### src/rtl/johnson_phase_decoder_if.sv
// Bus bundle between the Johnson counter side and johnson_phase_decoder.
// The master modport is the upstream/consumer side. It drives Count_in and Clear.
// The slave modport is the decoder itself.
// Optional macro: JDEC_REVERSE_EN adds the Dir signal for reverse stepping.
interface johnson_phase_decoder_if #(
  parameter int WIDTH = 4,
  parameter int CYC_W = 8,
  parameter int IDX_W = 3
);

  logic [WIDTH-1:0]   Count_in;
  logic               Clear;
  logic [IDX_W-1:0]   Phase_idx;
  logic [2*WIDTH-1:0] Phase_onehot;
  logic               Locked;
  logic               Fault;
  logic               Wrap_pulse;
  logic [CYC_W-1:0]   Cycle_count;
`ifdef JDEC_REVERSE_EN
  logic               Dir;
`endif

  modport master (
    output Count_in,
    output Clear,
    input  Phase_idx,
    input  Phase_onehot,
    input  Locked,
    input  Fault,
    input  Wrap_pulse,
    input  Cycle_count
`ifdef JDEC_REVERSE_EN
    , input Dir
`endif
  );

  modport slave (
    input  Count_in,
    input  Clear,
    output Phase_idx,
    output Phase_onehot,
    output Locked,
    output Fault,
    output Wrap_pulse,
    output Cycle_count
`ifdef JDEC_REVERSE_EN
    , output Dir
`endif
  );

endinterface

### src/rtl/johnson_phase_decoder.sv
// Johnson phase decoder.
// The block checks the code stream from a WIDTH-bit Johnson counter.
// It decodes each code to a phase index and a one-hot phase vector.
// It counts completed Johnson cycles.
// It flags illegal codes or jumps with a sticky fault.
// All outputs are registered, so there is one cycle of latency from Count_in.
// Optional macro: JDEC_REVERSE_EN. When defined, predecessor steps are accepted.
// The macro also adds the Dir output.
module johnson_phase_decoder #(
  parameter int WIDTH = 4,
  parameter int CYC_W = 8,
  parameter int IDX_W = 3
) (
  input  logic Clock,
  input  logic Reset,
  johnson_phase_decoder_if.slave bus
);

  localparam int PHASES = 2 * WIDTH;
  localparam logic [IDX_W-1:0]  LAST_IDX   = IDX_W'(PHASES - 1);
  localparam logic [IDX_W-1:0]  IDX_ONE    = IDX_W'(1);
  localparam logic [CYC_W-1:0]  CYC_ONE    = CYC_W'(1);
  localparam logic [PHASES-1:0] ONEHOT_ONE = PHASES'(1);

  typedef enum logic [1:0] {
    HUNT  = 2'd0,
    LOCK  = 2'd1,
    FAULT = 2'd2
  } state_t;

  state_t             state_q, state_d;
  logic [IDX_W-1:0]   phase_q, phase_d;
  logic [PHASES-1:0]  onehot_q, onehot_d;
  logic               locked_q, locked_d;
  logic               fault_q, fault_d;
  logic               wrap_q, wrap_d;
  logic [CYC_W-1:0]   cycleCount_q, cycleCount_d;
`ifdef JDEC_REVERSE_EN
  logic               dir_q, dir_d;
`endif

  logic               codeLegal;
  logic [IDX_W-1:0]   codeIdx;
  logic [IDX_W-1:0]   succIdx;
  logic               isHold;
  logic               isFwd;
`ifdef JDEC_REVERSE_EN
  logic [IDX_W-1:0]   predIdx;
  logic               isRev;
`endif

  // Legal Johnson code for phase k.
  // Phases 0..N fill ones from the bottom.
  // Phases N+1..2N-1 then clear ones from the bottom.
  function automatic logic [WIDTH-1:0] codeFor(input int k);
    logic [WIDTH-1:0] c;
    c = '0;
    for (int b = 0; b < WIDTH; b++) begin
      if (k <= WIDTH) begin
        c[b] = (b < k);
      end else begin
        c[b] = (b >= (k - WIDTH));
      end
    end
    return c;
  endfunction

  // Match the incoming code against every legal phase code.
  always_comb begin : decodeCode
    codeLegal = 1'b0;
    codeIdx   = '0;
    for (int k = 0; k < PHASES; k++) begin
      if (bus.Count_in == codeFor(k)) begin
        codeLegal = 1'b1;
        codeIdx   = IDX_W'(k);
      end
    end
  end

  // Classify the decoded code relative to the current locked phase.
  always_comb begin : classifyStep
    succIdx = (phase_q == LAST_IDX) ? '0 : (phase_q + IDX_ONE);
    isHold  = codeLegal && (codeIdx == phase_q);
    isFwd   = codeLegal && (codeIdx == succIdx);
`ifdef JDEC_REVERSE_EN
    predIdx = (phase_q == '0) ? LAST_IDX : (phase_q - IDX_ONE);
    isRev   = codeLegal && (codeIdx == predIdx);
`endif
  end

  // State register. Reset has top priority.
  always_ff @(posedge Clock) begin : stateReg
    if (!Reset) begin
      state_q <= HUNT;
    end else begin
      state_q <= state_d;
    end
  end

  // Next-state logic. Clear overrides sequence checking.
  always_comb begin : nextStateLogic
    state_d = state_q;
    if (bus.Clear) begin
      state_d = HUNT;
    end else begin
      unique case (state_q)
        HUNT: begin
          if (codeLegal) begin
            state_d = LOCK;
          end
        end
        LOCK: begin
`ifdef JDEC_REVERSE_EN
          if (!(isHold || isFwd || isRev)) begin
            state_d = FAULT;
          end
`else
          if (!(isHold || isFwd)) begin
            state_d = FAULT;
          end
`endif
        end
        default: begin
          state_d = state_q;
        end
      endcase
    end
  end

  // Next values of the registered outputs for the current state and code.
  always_comb begin : outputLogic
    phase_d      = phase_q;
    onehot_d     = onehot_q;
    locked_d     = locked_q;
    fault_d      = fault_q;
    wrap_d       = 1'b0;
    cycleCount_d = cycleCount_q;
`ifdef JDEC_REVERSE_EN
    dir_d        = dir_q;
`endif
    if (bus.Clear) begin
      phase_d      = '0;
      onehot_d     = '0;
      locked_d     = 1'b0;
      fault_d      = 1'b0;
      cycleCount_d = '0;
    end else begin
      unique case (state_q)
        HUNT: begin
          if (codeLegal) begin
            phase_d  = codeIdx;
            onehot_d = ONEHOT_ONE << codeIdx;
            locked_d = 1'b1;
          end
        end
        LOCK: begin
          if (isFwd) begin
            phase_d  = succIdx;
            onehot_d = ONEHOT_ONE << succIdx;
            if (phase_q == LAST_IDX) begin
              wrap_d       = 1'b1;
              cycleCount_d = cycleCount_q + CYC_ONE;
            end
`ifdef JDEC_REVERSE_EN
            dir_d = 1'b0;
          end else if (isRev) begin
            phase_d  = predIdx;
            onehot_d = ONEHOT_ONE << predIdx;
            if (phase_q == '0) begin
              wrap_d       = 1'b1;
              cycleCount_d = cycleCount_q - CYC_ONE;
            end
            dir_d = 1'b1;
`endif
          end else if (!isHold) begin
            fault_d  = 1'b1;
            locked_d = 1'b0;
          end
        end
        default: begin
          phase_d = phase_q;
        end
      endcase
    end
  end

  // Output registers. Reset clears everything.
  always_ff @(posedge Clock) begin : outputReg
    if (!Reset) begin
      phase_q      <= '0;
      onehot_q     <= '0;
      locked_q     <= 1'b0;
      fault_q      <= 1'b0;
      wrap_q       <= 1'b0;
      cycleCount_q <= '0;
`ifdef JDEC_REVERSE_EN
      dir_q        <= 1'b0;
`endif
    end else begin
      phase_q      <= phase_d;
      onehot_q     <= onehot_d;
      locked_q     <= locked_d;
      fault_q      <= fault_d;
      wrap_q       <= wrap_d;
      cycleCount_q <= cycleCount_d;
`ifdef JDEC_REVERSE_EN
      dir_q        <= dir_d;
`endif
    end
  end

  assign bus.Phase_idx    = phase_q;
  assign bus.Phase_onehot = onehot_q;
  assign bus.Locked       = locked_q;
  assign bus.Fault        = fault_q;
  assign bus.Wrap_pulse   = wrap_q;
  assign bus.Cycle_count  = cycleCount_q;
`ifdef JDEC_REVERSE_EN
  assign bus.Dir          = dir_q;
`endif

endmodule

### src/flat_wrapper.sv
// flat-port wrapper written by rule: the top's interface ports become plain ports
module johnson_phase_decoder_flat 
#(
  parameter int WIDTH = 4,
  parameter int CYC_W = 8,
  parameter int IDX_W = 3
)
  (Clock, Reset, bus_Count_in, bus_Clear, bus_Phase_idx, bus_Phase_onehot, bus_Locked, bus_Fault, bus_Wrap_pulse, bus_Cycle_count);
  johnson_phase_decoder_if #(.WIDTH(WIDTH), .CYC_W(CYC_W), .IDX_W(IDX_W)) bus_i ();
  input  logic Clock;
  input  logic Reset;
  input wire logic [$bits(bus_i.Count_in)-1:0] bus_Count_in;
  input wire logic [$bits(bus_i.Clear)-1:0] bus_Clear;
  output wire logic [$bits(bus_i.Phase_idx)-1:0] bus_Phase_idx;
  output wire logic [$bits(bus_i.Phase_onehot)-1:0] bus_Phase_onehot;
  output wire logic [$bits(bus_i.Locked)-1:0] bus_Locked;
  output wire logic [$bits(bus_i.Fault)-1:0] bus_Fault;
  output wire logic [$bits(bus_i.Wrap_pulse)-1:0] bus_Wrap_pulse;
  output wire logic [$bits(bus_i.Cycle_count)-1:0] bus_Cycle_count;
  assign bus_i.Count_in = bus_Count_in;
  assign bus_i.Clear = bus_Clear;
  assign bus_Phase_idx = bus_i.Phase_idx;
  assign bus_Phase_onehot = bus_i.Phase_onehot;
  assign bus_Locked = bus_i.Locked;
  assign bus_Fault = bus_i.Fault;
  assign bus_Wrap_pulse = bus_i.Wrap_pulse;
  assign bus_Cycle_count = bus_i.Cycle_count;
  johnson_phase_decoder #(.WIDTH(WIDTH), .CYC_W(CYC_W), .IDX_W(IDX_W)) u_core (.Clock(Clock), .Reset(Reset), .bus(bus_i));
endmodule
### config.mk
export PLATFORM = sky130hd
export DESIGN_NAME = johnson_phase_decoder_flat
export DESIGN_NICKNAME = d
export VERILOG_FILES = /design/src/rtl/johnson_phase_decoder_if.sv /design/src/rtl/johnson_phase_decoder.sv /design/src/flat_wrapper.sv
export SDC_FILE = /design/constraint.sdc
export NUM_CORES = 1
export LEC_CHECK = 0
export CAP_MARGIN = 5
export CORE_UTILIZATION = 30
export DETAILED_ROUTE_END_ITERATION = 8
export GPL_TIMING_DRIVEN = 0
export SYNTH_ARGS = -nofsm -noshare
export SYNTH_HDL_FRONTEND = slang
export SYNTH_SLANG_ARGS = --single-unit
export TNS_END_PERCENT = 20
### constraint.sdc
create_clock -name Clock -period 2.82 [get_ports Clock]
set_input_delay 0.282 -clock Clock [delete_from_list [all_inputs] [get_ports Clock]]
set_output_delay 0.282 -clock Clock [all_outputs]
set_load 0.01 [all_outputs]
==> results of run 1 <==
[Yosys cell counts (2+ instances only)]
master     n
a211oi_1   2
a311oi_1   2
and2_1     6
buf_2      3
buf_6      2
clkbuf_1   4
dfxtp_1   24
ha_1       3
inv_1      4
mux2i_1   20
nand2_1   28
nand2b_1   9
nand3_1    7
nand4_1    2
nor2_1     4
nor2b_1    3
nor3_1     2
nor4_1     7
o21a_1     3
o21ai_0    5
o31ai_1    2
or3_1      4
xnor2_1    3
xor2_1     5
[layout by cell type, fill, tap and decap left out, types with 2 or more instances in the layout]
cell / netlist / final
nand2_1: 28 / 28
clkdlybuf4s50_1: 0 / 26
dfxtp_1: 24 / 24
mux2i_1: 20 / 20
nand2b_1: 9 / 9
nand3_1: 7 / 7
and2_1: 6 / 6
xor2_1: 5 / 5
o21ai_0: 5 / 5
nor4_1: 7 / 5
clkbuf_1: 4 / 4
nor2_1: 4 / 4
or3_1: 4 / 4
inv_1: 4 / 4
clkbuf_8: 0 / 4
nor2b_1: 3 / 3
buf_2: 3 / 3
o21a_1: 3 / 3
xnor2_1: 3 / 3
ha_1: 3 / 3
buf_6: 2 / 2
nor3_1: 2 / 2
a211oi_1: 2 / 2
o31ai_1: 2 / 2
a311oi_1: 2 / 2
nand4_1: 2 / 2
nor4_2: 0 / 2
[registers in the layout, summed over array words and instances (netlist names)]
name,count
u_core.bus.Fault,1
u_core.bus.Phase_idx,3
u_core.bus.Locked,1
u_core.bus.Wrap_pulse,1
u_core.bus.Cycle_count,8
u_core.state_q,2
u_core.bus.Phase_onehot,8
[power by group through the flow]
stage	clock network (uW)	registers, uW	logic [uW]
2_1_floorplan	0	361	108
3_3_place_gp	0	360	150
3_5_place_dp	0	360	152
4_1_cts	241	352	154
5_1_grt	250	354	169
6_report	228	352	154
[final timing paths]
kind | startpoint | end | slack (ns) | cells past startpoint
hold / removal | u_core.bus.Phase_onehot[0] | u_core.bus.Phase_onehot[0] | 0.46 | 2
hold reg to reg | u_core.bus.Phase_onehot[0] | u_core.bus.Phase_onehot[0] | 0.46 | 2
setup / recovery | u_core.bus.Phase_idx[0] | u_core.bus.Cycle_count[3] | 0.11 | 8
setup reg to reg | u_core.bus.Phase_idx[0] | u_core.bus.Cycle_count[3] | 0.11 | 8
[area by class of cell]
cell class | count | area [um^2] | share of cell area (%)
Buffer | 10 | 57.56 | 3.012
Clock buffer | 4 | 55.05 | 2.881
Inverter | 4 | 15.01 | 0.7859
Multi-Input combinational cell | 139 | 958.4 | 50.16
Sequential cell | 24 | 480.5 | 25.15
Tap cell | 67 | 83.83 | 4.388
Timing Repair Buffer | 26 | 260.3 | 13.62
[timing repair]
| action | in CTS | in global routing |
|---|---|---|
| gates resized for setup | 0 | 2 |
| hold buffers | 0 | 0 |
| setup endpoints to repair | 0 | 14 |
| buffers inserted | 0 | 0 |
[kinds of logic (layout without fill, tap and decap cells)]
logic type	Yosys count	count (layout)	share of synthesized area [%]
compound gates	24	24	11.52
xor+xnor	8	8	4.675
fa+ha+maj	3	3	2.504
buf+inv	14	44	4.840
flops	24	24	32.05
mux	21	21	14.11
simple gates	83	83	30.30
[layer usage]
layer | up-vias | routed length [um]
met4 | 0 | 24
met2 | 17 | 1457
met5 | - | 0
li1 | 696 | -
met1 | 617 | 1771
met3 | 2 | 95
[per-stage QoR]
stage          total power, uW  cell area (um^2)  setup slack (ns)  std cells  utilization, %
6_report                 733.8              1911            0.1134        274           40.18
2_1_floorplan            469.5              1499            0.3161        177               -
3_5_place_dp             512.9              1843          -0.01813        270           38.76
4_1_cts                  747.0              1898           0.09259        274           39.92
5_1_grt                  772.2              1911          -0.06266        274           40.18
3_3_place_gp             510.9              1843          -0.02048        270           38.76
[worst reg2reg max path, stage by stage, from the launching register on]
cell      delay [ns]
dfxtp_1         0.39
ha_1            0.23
ha_1            0.25
or3b_1          0.39
and3_4          0.20
or4_1           0.46
clkbuf_2        0.17
nor4_1          0.34
mux2i_1         0.21
==> impl_metrics.tcl, run 1 <==
set metrics [dict create \
    grt.busiest_layer "met2" \
    syn_to_final_growth_pct 27.46 \
    n_antenna_cell 0 \
    dr.first_iter.drc_count 40 \
    finalHoldViolations 0 \
    cp_slowest_cell "or4_1" \
    die_h_um 72.69 \
    path_common_cell "ha_1" \
    cp-end-kind "flip-flop" \
    nNetsFinal 218 \
    antenna_found_initial 0 \
    worstMarginPinSlew_ns 0.9463 \
    firstDrtPassIters 4 \
    hpwl_um 2472 \
    yosysWarnings 0 \
    io_pins 29 \
    synth-edff-count 0 \
    power_frac_seq_pct 48.0 \
    worstPathMaxFanout 8 \
    yosys-top-cells-area "dfxtp_1, mux2i_1, nand2_1" \
    fp.dieW_um 72.69 \
    leakage_uw 0.0006531 \
    cp.required_ns 3.02 \
    critPathTopFamily "simple AND/OR/NAND/NOR gates" \
    post-route-period-util_pct 95.98 \
    start_kind "flip-flop" \
    timing_max_transition_violations_final 0 \
    swShare_pct 26.89 \
    critical_path_arrival_ns 2.91 \
    p_int_uw 536.4 \
    drive_gt1_share_pct 9.179 \
    synth-main-ff-cell "dfxtp_1" \
    root_buffer "clkbuf_8" \
    grt_pass1_wl_um 5602 \
    syn_avg_cell_area_um2 8.469 \
    rsz0062_at_grt "true" \
    fin_setup_tns_ns 0 \
    slew_headroom_pct 35.28 \
    setup-violations-final 0 \
    clk_pin_slew_ns 0.08 \
    grt_use_met3_pct 1.796 \
    crit_buf_inv 1 \
    n_fill_cell 515 \
    num_rows 25 \
    use_met2_pct 20.46 \
    insertion_delay_ns 0.26 \
    critical-path-max-stage-delay_ns 0.46 \
    grt_max_degree 14 \
    wl_per_cell_um 12.22 \
    initial_core_util_pct 31.53 \
    die_area_um2 5283 \
    path_cells "ha_1 -> ha_1 -> or3b_1 -> and3_4 -> or4_1 -> clkbuf_2 -> nor4_1 -> mux2i_1" \
    globalRouteMet1Util_pct 19.37 \
    syn_inst 177 \
    pwr-share-clk_pct 31.1 \
    drv_cap 0 \
    yosysTopAreaCell "dfxtp_1" \
    min_period_ns 2.707 \
    hold_class "reg2reg" \
    cts_buffers 3 \
    skew_ns 0.005467 \
    vias 1332 \
    track_usage_pct 13.24 \
    syn_nets 187 \
    synth.cell_area_um2 1499 \
    switchingPower_uw 197.3 \
    power_frac_comb_pct 20.9 \
    ys_async_sr_fraction_pct 0 \
    overflow 0 \
    cts_sinks 24 \
    grt_pass1_vias 1199 \
    cts_tree "built" \
    worstSetupPathType "reg2reg" \
    p_per_area_nw_per_um2 384.1 \
    clk_path_buf_depth 2 \
    drc 0 \
    ys_types 47 \
    synth_top_area_share_pct 32.05 \
    fmax_mhz 369.5 \
    yosysSeqAreaShare_pct 32.05 \
    status "complete, no violations" \
    fp.coreArea_um2 4755 \
    hold_ws_ns 0.4619 \
    gp_congestion 0.7808 \
    peakVddDrop_v 0.0002635 \
    ant_nets 0 \
    wl_um 3349 \
    ys_ff_latch 24 \
    htreeDepth 1 \
    io_buffer_count 26 \
    viasPerCell 4.861 \
]
(Power assumes the default switching activity.)
==> inputs of run 2 (changes only) <==
--- a/config.mk
+++ b/config.mk
@@ -9,6 +9,7 @@
 export CORE_UTILIZATION = 30
 export DETAILED_ROUTE_END_ITERATION = 8
 export GPL_TIMING_DRIVEN = 0
+export REMOVE_ABC_BUFFERS = 1
 export SYNTH_ARGS = -nofsm -noshare
 export SYNTH_HDL_FRONTEND = slang
 export SYNTH_SLANG_ARGS = --single-unit
==> run 2 against run 1 <==
Final cell count is 2.6% lower. Worst hold slack is essentially flat. Critical path depth down 1. Worst setup slack worse by 0.026 ns. Via count shrank 4.4%. Global-route usage shrank 0.70 points. Maximum frequency shrank 0.95%. Wire length down 8.8%. Utilization is 0.26 points lower. Clock skew is 0.0024 ns lower. Sequential cell count unchanged. Largest power group unchanged. Highest routed layer unchanged.
==> impl_metrics.tcl, run 2 (synthesized netlist as in run 1, its figures left out) <==
set metrics [dict create \
    status "complete, no violations" \
    htreeDepth 1 \
    track_usage_pct 12.54 \
    die_area_um2 5283 \
    io_buffer_count 28 \
    hpwl_um 2253 \
    layout.cells.non_filler 267 \
    critical-path-max-stage-delay_ns 0.61 \
    n_antenna_cell 0 \
    hold_ws_ns 0.4624 \
    dr.first_iter.drc_count 44 \
    antenna_found_initial 0 \
    grt_max_degree 26 \
    vias 1274 \
    cts_sinks 24 \
    fp.dieW_um 72.69 \
    layout_common_cells "nand2_1, clkdlybuf4s50_1, dfxtp_1" \
    finalHoldViolations 0 \
    start_kind "flip-flop" \
    gp_congestion 0.7583 \
    hold_depth 2 \
    rsz0062_at_grt "true" \
    critical_path_arrival_ns 2.93 \
    overflow 0 \
    num_rows 25 \
    path_cells "ha_1 -> ha_1 -> or3b_1 -> and3_4 -> or4_1 -> nor4_1 -> mux2i_1" \
    cp-end-kind "flip-flop" \
    die_h_um 72.69 \
    worstPathMaxFanout 8 \
    cp_slowest_cell "or4_1" \
    cts_buffers 3 \
    multi_input_comb_area_um2 955.9 \
    drc 0 \
    clk_path_buf_depth 2 \
    worstMarginPinSlew_ns 0.7858 \
    path_common_cell "ha_1" \
    wl_per_cell_um 11.43 \
    cts_tree "built" \
    timing_max_transition_violations_final 0 \
    drive_gt1_share_pct 7.000 \
    peakVddDrop_v 0.0002417 \
    ant_nets 0 \
    setup-violations-final 0 \
    fmax_mhz 366.0 \
    slew_headroom_pct 47.48 \
    n_fill_cell 516 \
    fp.coreArea_um2 4755 \
    firstDrtPassIters 4 \
    post-route-period-util_pct 96.90 \
    root_buffer "clkbuf_8" \
    p_per_area_nw_per_um2 387.1 \
    insertion_delay_ns 0.26 \
    skew_ns 0.003059 \
    dpl.cell_count 263 \
    initial_core_util_pct 31.53 \
    cp.required_ns 3.02 \
    syn_to_final_growth_pct 26.63 \
    regArea_um2 480.5 \
    clk_pin_slew_ns 0.08 \
    grt_pass1_vias 1176 \
    hold_class "reg2reg" \
    min_period_ns 2.733 \
    grt_pass1_wl_um 5257 \
    nNetsFinal 211 \
    leakage_uw 0.0006415 \
    viasPerCell 4.772 \
    rr_worst_depth 7 \
    drv_cap 0 \
    post_cts_buffers 0 \
    worstSetupPathType "reg2reg" \
    io_pins 29 \
    wl_um 3053 \
]
-- run 2: area by class of cell --
cell class	count	area share, %
multi-input cells	139	50.36
well taps	67	4.417
clock buffers	4	2.900
inverters	4	0.7910
repair buffers	29	16.22
flip-flops and latches	24	25.31
-- run 2: metal layers --
layer / wire length, um / track usage [%]
met3: 130 / 1.934
met5: 0 / 0
met1: 1582 / 17.60
met4: 34 / 4.575
met2: 1305 / 19.42
-- run 2: what timing repair did --
action                     CTS  global route
setup endpoints to repair    0            13
hold buffers                 0             0
gates resized for setup      0             2
-- run 2: worst paths after layout --
kind	from	to	slack [ns]
hold reg to reg	u_core.bus.Phase_onehot[2]	u_core.bus.Phase_onehot[2]	0.46
hold / removal	u_core.bus.Phase_onehot[2]	u_core.bus.Phase_onehot[2]	0.46
setup reg to reg	u_core.bus.Phase_idx[0]	u_core.bus.Cycle_count[7]	0.09
setup / recovery	u_core.bus.Phase_idx[0]	u_core.bus.Cycle_count[7]	0.09
-- run 2: worst max-delay path, delay by kind of cell, from the launching register on --
kind	cells	cell delay, ns
and+or+nand+nor	4	1.58
adders and majority gates	2	0.47
DFF	1	0.39
muxes	1	0.22
-- run 2: where the power goes --
part	switching [uW]	internal (uW)	total, uW	leakage [uW]
logic	83.4	66.7	150	0.000419
clock network	108	125	233	0.0000288
registers	6.39	346	352	0.000194
-- run 2: through the flow --
stage               instance area (um^2)  util [%]  power (uW)  setup TNS (ns)  worst slack [ns]
floorplan                           1441         -       457.5               0            0.3310
global placement                    1805     37.97       504.7          -4.801           -0.6044
detailed placement                  1836     38.61       510.3         -0.6560          -0.09387
CTS                                 1891     39.76       746.5               0           0.04414
global route                        1898     39.92       777.9         -0.1975          -0.06026
finish                              1898     39.92       734.8               0           0.08745
==> inputs of run 3 (changes only) <==
--- a/config.mk
+++ b/config.mk
@@ -7,9 +7,11 @@
 export LEC_CHECK = 0
 export CAP_MARGIN = 5
 export CORE_UTILIZATION = 30
+export CTS_BUF_LIST = sky130_fd_sc_hd__clkbuf_2 sky130_fd_sc_hd__clkbuf_4 sky130_fd_sc_hd__clkbuf_8
 export DETAILED_ROUTE_END_ITERATION = 8
 export GPL_TIMING_DRIVEN = 0
 export REMOVE_ABC_BUFFERS = 1
+export SKIP_CTS_REPAIR_TIMING = 1
 export SYNTH_ARGS = -nofsm -noshare
 export SYNTH_HDL_FRONTEND = slang
 export SYNTH_SLANG_ARGS = --single-unit
==> constraint.sdc (replaced) <==
create_clock -name Clock -period 3.1 [get_ports Clock]
set_input_delay 0.31 -clock Clock [delete_from_list [all_inputs] [get_ports Clock]]
set_output_delay 0.31 -clock Clock [all_outputs]
set_load 0.01 [all_outputs]
==> run 3 against run 2 <==
Total power down 9.2%. Sequential power shrank 9.1%. Worst setup slack improved by 0.28 ns. Global-route usage stayed put. Worst hold slack hardly changed. Non-clock buffer count unchanged. Largest cell class unchanged. Utilization is 0.16 points lower. Register-to-register slack improved by 0.28 ns.
==> impl_metrics.tcl, run 3 (synthesized netlist as in run 1, its figures left out) <==
set metrics [dict create \
    status "complete, no violations" \
    wl_per_cell_um 11.46 \
    nNetsFinal 211 \
    peakVddDrop_v 0.0002198 \
    drc 0 \
    rsz0062_at_grt "false" \
    slew_headroom_pct 29.53 \
    io_buffer_count 28 \
    num_rows 25 \
    root_buffer "clkbuf_8" \
    firstDrtPassIters 4 \
    post-route-period-util_pct 88.13 \
    setup-violations-final 0 \
    cts_tree "built" \
    syn_to_final_growth_pct 26.13 \
    min_period_ns 2.732 \
    cts_buffers 3 \
    antenna_found_initial 0 \
    layout.cells.non_filler 267 \
    initial_core_util_pct 31.53 \
    setup_ws_ns 0.3679 \
    critPathTopFamily "simple AND/OR/NAND/NOR gates" \
    leakage_uw 0.0006412 \
    regArea_um2 480.5 \
    layout_common_cells "nand2_1, clkdlybuf4s50_1, dfxtp_1" \
    place_ws_ns 0.1581 \
    crit_buf_inv 0 \
    die_h_um 72.69 \
    wl_um 3061 \
    fp.dieW_um 72.69 \
    critical_path_arrival_ns 2.93 \
    hpwl_um 2253 \
    fp.coreArea_um2 4755 \
    n_fill_cell 518 \
    start_kind "flip-flop" \
    hold_ws_ns 0.4623 \
    gp_congestion 0.7583 \
    reg2reg_setup_slack_ns 0.37 \
    multi_input_comb_area_um2 948.4 \
    fmax_mhz 366.0 \
    vias 1267 \
    worstMarginPinSlew_ns 1.030 \
    cp_slowest_cell "or4_1" \
    drive_gt1_share_pct 6.500 \
    grt_max_degree 26 \
    die_area_um2 5283 \
    final_area_um2 1891 \
    path_cells "ha_1 -> ha_1 -> or3b_1 -> and3_4 -> or4_1 -> nor4_1 -> mux2i_1" \
    skew_ns 0.003008 \
    n_antenna_cell 0 \
    cp-end-kind "flip-flop" \
    worstPathMaxFanout 8 \
    htreeDepth 1 \
    grt_pass1_vias 1176 \
    finalPower_uw 667.4 \
    timing_max_transition_violations_final 0 \
    dpl.cell_count 263 \
    cts_sinks 24 \
    clk_path_buf_depth 2 \
    track_usage_pct 12.54 \
    place_area_um2 1836 \
    p_per_area_nw_per_um2 353.0 \
    cp.required_ns 3.30 \
    viasPerCell 4.745 \
    ant_nets 0 \
    hold_class "reg2reg" \
    insertion_delay_ns 0.26 \
    finalHoldViolations 0 \
    clk_pin_slew_ns 0.08 \
    io_pins 29 \
    path_common_cell "ha_1" \
    grt_pass1_wl_um 5257 \
    drv_cap 0 \
    overflow 0 \
    dr.first_iter.drc_count 34 \
    critical-path-max-stage-delay_ns 0.60 \
    worstSetupPathType "reg2reg" \
]
==> run 3: cell counts in the layout (fill, tap and decap cells not counted) <==
Identical to the previous run, type by type.
==> run 3: metal layers <==
layer	GRT usage, %	vias to the layer above	routed length, um
met4	4.575	0	34
met3	1.934	4	115
li1	-	680	-
met1	17.60	563	1618
met5	0	-	0
met2	19.42	20	1292
==> run 3: cell type report <==
type,instances,share of cell area (%)
clock buffers,4,2.912
multi-input cells,139,50.17
well taps,67,4.434
inverters,4,0.7942
flip-flops and latches,24,25.41
repair buffers,29,16.28
==> run 3: metrics by stage <==
stage	util (%)	setup TNS (ns)
final	39.76	0
after global routing	39.76	0
after CTS	39.76	0
after detailed placement	38.61	0
after global placement	37.97	-2.295
after floorplan	-	0
==> run 3: worst register-to-register path, stage by stage, from the launching register on <==
cell and delay (ns):
dfxtp_1 0.39, ha_1 0.23, ha_1 0.24, or3b_1 0.39
and3_4 0.20, or4_1 0.60, nor4_1 0.39, mux2i_1 0.22
==> run 3: path summary, 6_finish.rpt <==
check	end	depth (start not counted)	from
setup / recovery	u_core.bus.Cycle_count[7]	7	u_core.bus.Phase_idx[0]
hold / removal	u_core.bus.Phase_onehot[2]	2	u_core.bus.Phase_onehot[2]
setup reg to reg	u_core.bus.Cycle_count[7]	7	u_core.bus.Phase_idx[0]
hold reg to reg	u_core.bus.Phase_onehot[2]	2	u_core.bus.Phase_onehot[2]
==> run 3: report_power, final <==
part	switching, uW	internal, uW	total (uW)
Combinational	75.4	60.3	136
Sequential	5.77	314	320
Clock	98.2	113	211
Total	179	488	667
